### config.mk
export PLATFORM = sky130hd
export DESIGN_NAME = pipe_field
export DESIGN_NICKNAME = d
export VERILOG_FILES = /design/src/rtl/pipe_field.sv
export SDC_FILE = /design/constraint.sdc
export NUM_CORES = 1
export LEC_CHECK = 0
export ABC_AREA = 1
export CAP_MARGIN = 5
export CORE_ASPECT_RATIO = 2
export CORE_MARGIN = 5
export CORE_UTILIZATION = 45
export CTS_BUF_LIST = sky130_fd_sc_hd__clkbuf_2 sky130_fd_sc_hd__clkbuf_4 sky130_fd_sc_hd__clkbuf_8
export CTS_CLUSTER_SIZE = 8
export DETAILED_ROUTE_END_ITERATION = 10
export PLACE_DENSITY = 0.79
export SLEW_MARGIN = 20
export SYNTH_ARGS = -nofsm -noshare
export SYNTH_HDL_FRONTEND = slang
export SYNTH_SLANG_ARGS = --single-unit
### constraint.sdc
create_clock -name clk -period 4.2 [get_ports clk]
set_clock_uncertainty 0.05 [all_clocks]
set_input_delay 0.63 -clock clk [delete_from_list [all_inputs] [get_ports clk]]
set_output_delay 0.63 -clock clk [all_outputs]
set_load 0.03 [all_outputs]
### src/rtl/pipe_field.sv
// Scrolling pipe playfield for the 16x16 Flappy Bird matrix, with a sticky
// bird/pipe collision flag and a one-cycle pulse on every scroll.
`timescale 1ns/1ps
module pipe_field #(
    parameter int          TICK_DIV     = 5_000_000,
    parameter int          PIPE_SPACING = 6,
    parameter int          GAP_H        = 4,
    parameter logic [15:0] LFSR_SEED    = 16'hACE1
) (
    input  logic              clk,
    input  logic              rst,
    input  logic              enable,
    input  logic [3:0]        bird_y,
    output logic [15:0][15:0] green,
    output logic              collision,
    output logic              step
);

    localparam int TW = $clog2(TICK_DIV);
    localparam int SW = $clog2(PIPE_SPACING);
    localparam logic [TW-1:0] TICK_LAST = TW'(TICK_DIV - 1);
    localparam logic [SW-1:0] SPC_LAST  = SW'(PIPE_SPACING - 1);

    logic [TW-1:0]     tick_reg, tick_next;
    logic [SW-1:0]     spc_reg, spc_next;
    logic [15:0]       lfsr_reg, lfsr_next;
    logic [15:0][15:0] green_reg, green_next;
    logic [15:0][15:0] shifted;
    logic              collision_reg, collision_next;
    logic              step_reg;

    logic        run;
    logic        scroll;
    logic [4:0]  gap_top;
    logic [15:0] pipe_col;
    logic [15:0] new_col;

    assign run     = enable & ~collision_reg;
    assign scroll  = run & (tick_reg == TICK_LAST);
    assign gap_top = {2'b00, lfsr_reg[2:0]} + 5'd2;
    assign new_col = (spc_reg == '0) ? pipe_col : 16'h0000;

    // A row is dark only inside the gap window [gap_top, gap_top+GAP_H).
    generate
        for (genvar gi = 0; gi < 16; gi++) begin : g_rows
            assign pipe_col[gi] = ~((5'(gi) >= gap_top) &&
                                    (5'(gi) <  gap_top + 5'(GAP_H)));
        end
    endgenerate

    // Columns move toward 15; the oldest column falls off the end.
    assign shifted[0] = new_col;
    generate
        for (genvar gi = 1; gi < 16; gi++) begin : g_shift
            assign shifted[gi] = green_reg[gi-1];
        end
    endgenerate

    always_comb begin
        tick_next      = tick_reg;
        spc_next       = spc_reg;
        lfsr_next      = lfsr_reg;
        green_next     = green_reg;
        collision_next = collision_reg | (enable & green_reg[15][bird_y]);
        if (run) begin
            tick_next = scroll ? '0 : tick_reg + TW'(1);
        end
        if (scroll) begin
            green_next = shifted;
            spc_next   = (spc_reg == SPC_LAST) ? '0 : spc_reg + SW'(1);
            lfsr_next  = (lfsr_reg >> 1) ^ (lfsr_reg[0] ? 16'hB400 : 16'h0000);
        end
    end

    always_ff @(posedge clk) begin
        if (rst) begin
            tick_reg      <= '0;
            spc_reg       <= '0;
            lfsr_reg      <= LFSR_SEED;
            green_reg     <= '0;
            collision_reg <= 1'b0;
            step_reg      <= 1'b0;
        end else begin
            tick_reg      <= tick_next;
            spc_reg       <= spc_next;
            lfsr_reg      <= lfsr_next;
            green_reg     <= green_next;
            collision_reg <= collision_next;
            step_reg      <= scroll;
        end
    end

    assign green     = green_reg;
    assign collision = collision_reg;
    assign step      = step_reg;

endmodule

# Yosys cells after proc, flatten, opt, wreduce, memory -nomap -nowiden
# Cells that the tools add are included.
[totals] ff_bits=300 wordCells=105
[op_classes] reduce_logical=17 order_cmp=33 mux=6 add_sub_neg=4 eq_ne=2 n_bitwise=22
[op_table] op="$lt A4 B5 Y1 const A" count=8
[op_table] op="$ge A4 B4 Y1 const A" count=8
[op_table] op="$mux W16" count=2
[op_table] op="$add A23 B1 Y23 const B" count=1
[op_table] op="$eq A23 B23 Y1 const B" count=1
[op_table] op="$mux W23" count=1
[op_table] op="$lt A3 B5 Y1 const A" count=4
[op_table] op="$not A1 Y1" count=17
[op_table] op="$ge A3 B4 Y1 const A" count=4
[op_table] op="$logic_and A1 B1 Y1" count=16
[op_table] op="$xor A15 B16 Y16" count=1
[op_table] op="$lt A1 B5 Y1 const A" count=2
[op_table] op="$lt A2 B5 Y1 const A" count=2
[op_table] op="$ge A1 B4 Y1 const A" count=2
[op_table] op="$ge A2 B4 Y1 const A" count=2
[op_table] op="$add A4 B3 Y5 const B" count=1
[op_table] op="$lt A4 B5 Y1 const B" count=1
[op_table] op="$add A3 B2 Y4 const B" count=1
[op_table] op="$bmux W1 S4" count=1
[op_table] op="$add A3 B1 Y3 const B" count=1
[op_table] op="$and A1 B1 Y1" count=3
[op_table] op="$eq A3 B3 Y1 const B" count=1
[op_table] op="$logic_not A3 Y1" count=1
[op_table] op="$mux W3" count=1
[op_table] op="other kinds (2)" count=2

# Logic depth before layout (Yosys ltp)
[logic_depth] depth_word=6 depth_mapped=11 mapped_depth_nobuf=9

# Worst setup path before layout
# No wires, ideal clock.
[synth_timing] path_type="in2reg" startpoint="input port enable" endpoint="register green_reg, in the netlist green[53]" setup_ps=113 cell_stages=9 arrival_ps=1697 setup_slack_ps=2340 t_required_ps=4037 n_path_buf=2 cell_sequence="nand2_2 > nor3_4 > nand3_2 > nand2_1 > inv_2 > buf_6 > buf_4 > nand2_1 > nand2_1"
[synth_between] elab_chain_len=2
[synth_rtl] item="start, declared" line_no="12" text="input logic enable,"
[synth_rtl] item="$and A1 B1 Y1" line_no="38" text="assign run = enable & ~collision_reg;"
[synth_rtl] item="$and A1 B1 Y1" line_no="39" text="assign scroll = run & (tick_reg == TICK_LAST);"
[synth_rtl] item="end signal, assigned" line_no="87" text="green_reg <= green_next;"
[synth_rtl] item="end, declared" line_no="27" text="logic [15:0][15:0] green_reg, green_next;"
# Every way passes these cells.
# A chain may end at the register's enable or synchronous reset.

# Worst setup path in the final report
[layout_timing] startpoint="input port enable" endpoint="register tick_reg[13]"
[layout_between] elab_chain_len=3
[layout_rtl] item="$and A1 B1 Y1 *" line_no="38"
[layout_rtl] item="$and A1 B1 Y1" line_no="39"
[layout_rtl] item="$mux W23" line_no="66" text="tick_next = scroll ? '0 : tick_reg + TW'(1);"
[layout_rtl] item="end signal, assigned" line_no="84" text="tick_reg <= tick_next;"
[layout_rtl] item="end, declared" line_no="24" text="logic [TW-1:0] tick_reg, tick_next;"
# Every way passes the cells marked *; elsewhere a longest branch is shown, timed or not.

==> reports/results.ini <==
[layout]
final_common_cell = nand2_1
largest_reg_flops = 256
syn_to_final_growth_pct = 30.5
fillers = 2124
layout_common_cells = nand2_1, dfxtp_1, clkdlybuf4s50_1
fin_nets = 1711
drive_gt1_share_pct = 4.16

[clock_network]
cts.repair.resized = 0
cts_buffer_depth = 3
postCtsHoldBufs = 0
cts_root_buf = clkbuf_8
cts_tree = done
insertion_delay_ns = 0.54
htree_levels = 2
postCtsSetupBuffers = 0
cts.sinks = 300
cts_buffers = 44
path_clk_slew_ns = 0.06

[logic_synthesis]
synth.distinct_cells = 30
synth-compound-area-share_pct = 2.55
synthSimpleGateAreaFrac_pct = 34.0
synth_xor_area_share_pct = 0.883
syn_area_sq_mm = 0.0109
syn_nets = 1458
synth_top_family_by_area = simple AND/OR/NAND/NOR gates
netlist_instances = 1443
syn-mean-instance-area_sq_um = 7.56
ys_ff_latch = 300
synthAdderAreaFrac_pct = 0.917
synth.yosys.seq_area_share_pct = 55.0
muxShareOfSynthArea_pct = 0
yosysWarnings = 0

[floorplan]
die_w_microns = 120
die_h_microns = 230
rows = 80
core_area_sq_mm = 0.0239
initial_core_util_pct = 45.6
die_area_sq_mm = 0.0277
pin_count = 265

[drt]
routed_wl_microns = 30300
drc = 0
ant_nets = 0
num_vias = 9791
routed_via_density = 4.91
drt_first_pass_iters = 5
drt_iter0_drc = 784
wl_per_cell_microns = 15.2

[timing]
setup_slack_ns = 1.71
period_needed_ns = 2.49
fin_crit_sh_pct = 59.3
slew_headroom_pct = 56.1
finalHoldViolCount = 0
worstMarginPinSlew_ns = 0.658
fin_setup_tns_ns = 0
max_freq_mhz = 401
hold_slack_ns = 0.398
slew_violations = 0
rsz0062_at_grt = no
setup_violations = 0

[status]
status = finished clean

[job]
max_cap_violations = 0

[worst_setup_path]
start_kind = primary input
critical_path_class = primary input to flop
endpoint_kind = flop
path_max_fanout = 99
cp.arrival_ns = 2.91
required_ns = 4.62

[grt]
grt_pass1_vias = 9257
antenna_found_initial = 1
grt.total_usage_pct = 21.4
grt.overflow.total = 0
grt_pass1_wl_microns = 48000
grt_max_degree = 147

[placed_design]
gp_congestion = 0.873
dp_slack_ns = 1.17
dp_hpwl_microns = 21800
portBuffers = 264

[power_and_ir_drop]
leakagePower_nw = 6.34
ir_drop_v = 0.000227
power_density_mw_per_mm2 = 352

[hold_path]
hp-class = flop to flop

==> cells by family (layout without fill, tap and decap cells) <==
logic type	Yosys count	in the layout
adders and majority gates	8	8
xor gates and xnor gates	11	11
and+or+nand+nor	949	949
other	0	1
DFF	300	300
AOI/OAI and AO/OA	53	53
buffers and inverters	122	385
==> Yosys cell counts, drive strengths merged <==
cell type	count	share of area, %
clkbuf	10	0.34
nand4	10	0.57
o21ai	33	1.5
or2	2	0.11
nor3	14	0.75
ha	8	0.92
dfxtp	300	55
nand2	805	28
xnor2	3	0.24
clkinv	2	0.069
nor3b	1	0.069
nor2	66	2.3
buf	53	4.2
xor2	8	0.64
o22ai	1	0.057
inv	57	2.0
nand3	44	2.1
nor4	1	0.057
a21oi	16	0.73
o2111ai	3	0.24
and3	2	0.11
nand3b	4	0.28
==> cell type report <==
type	count	area, sq um	share of cell area (%)
tap	287	359	2.52
sequential	300	6010	42.2
clock buffer	54	699	4.91
multi-input combinational	1021	4190	29.5
antenna	1	2.50	0.0176
timing repair buffer	270	2740	19.2
inverter	59	226	1.59
clock inverter	2	13.8	0.0967
==> path summary, 6_finish.rpt <==
check	cells past startpoint	end	slack [ns]	startpoint
max	9	tick_reg[13]	1.71	enable
max reg2reg	9	tick_reg[13]	1.75	tick_reg[0]
min reg2reg	2	lfsr_reg[9]	0.40	lfsr_reg[9]
min	2	lfsr_reg[9]	0.40	lfsr_reg[9]
==> layer usage <==
metal,wire length [microns],GRT usage (%)
met4,1630,11.6
met2,16300,40.6
met1,10700,21.8
met5,0,0
met3,1610,3.66
==> worst max-delay path, stage by stage <==
cell,delay [ns]
clkdlybuf4s50_1,0.44
nand2_2,0.21
nor3_4,0.08
nand3_2,0.18
nand2_1,0.17
inv_6,0.43
buf_12,0.42
o21ai_0,0.17
nor2_1,0.11
==> where the power goes <==
group / switching, mW / total [mW] / internal (mW)
sequential: 0.00215 / 2.85 / 2.85
clock: 1.01 / 2.08 / 1.06
combinational: 0.0657 / 0.0885 / 0.0227
==> stage by stage <==
stage / power [mW] / instances / instance area, sq um / util (%)
4_1_cts: 5.08 / 1993 / 14200 / 59.5
2_1_floorplan: 2.99 / 1443 / 10900 / -
3_5_place_dp: 3.00 / 1937 / 13500 / 56.5
6_report: 5.02 / 1994 / 14200 / 59.5
3_3_place_gp: 3.00 / 1937 / 13500 / 56.5
5_1_grt: 5.20 / 1994 / 14200 / 59.5
Power figures use the tool's default switching activity.
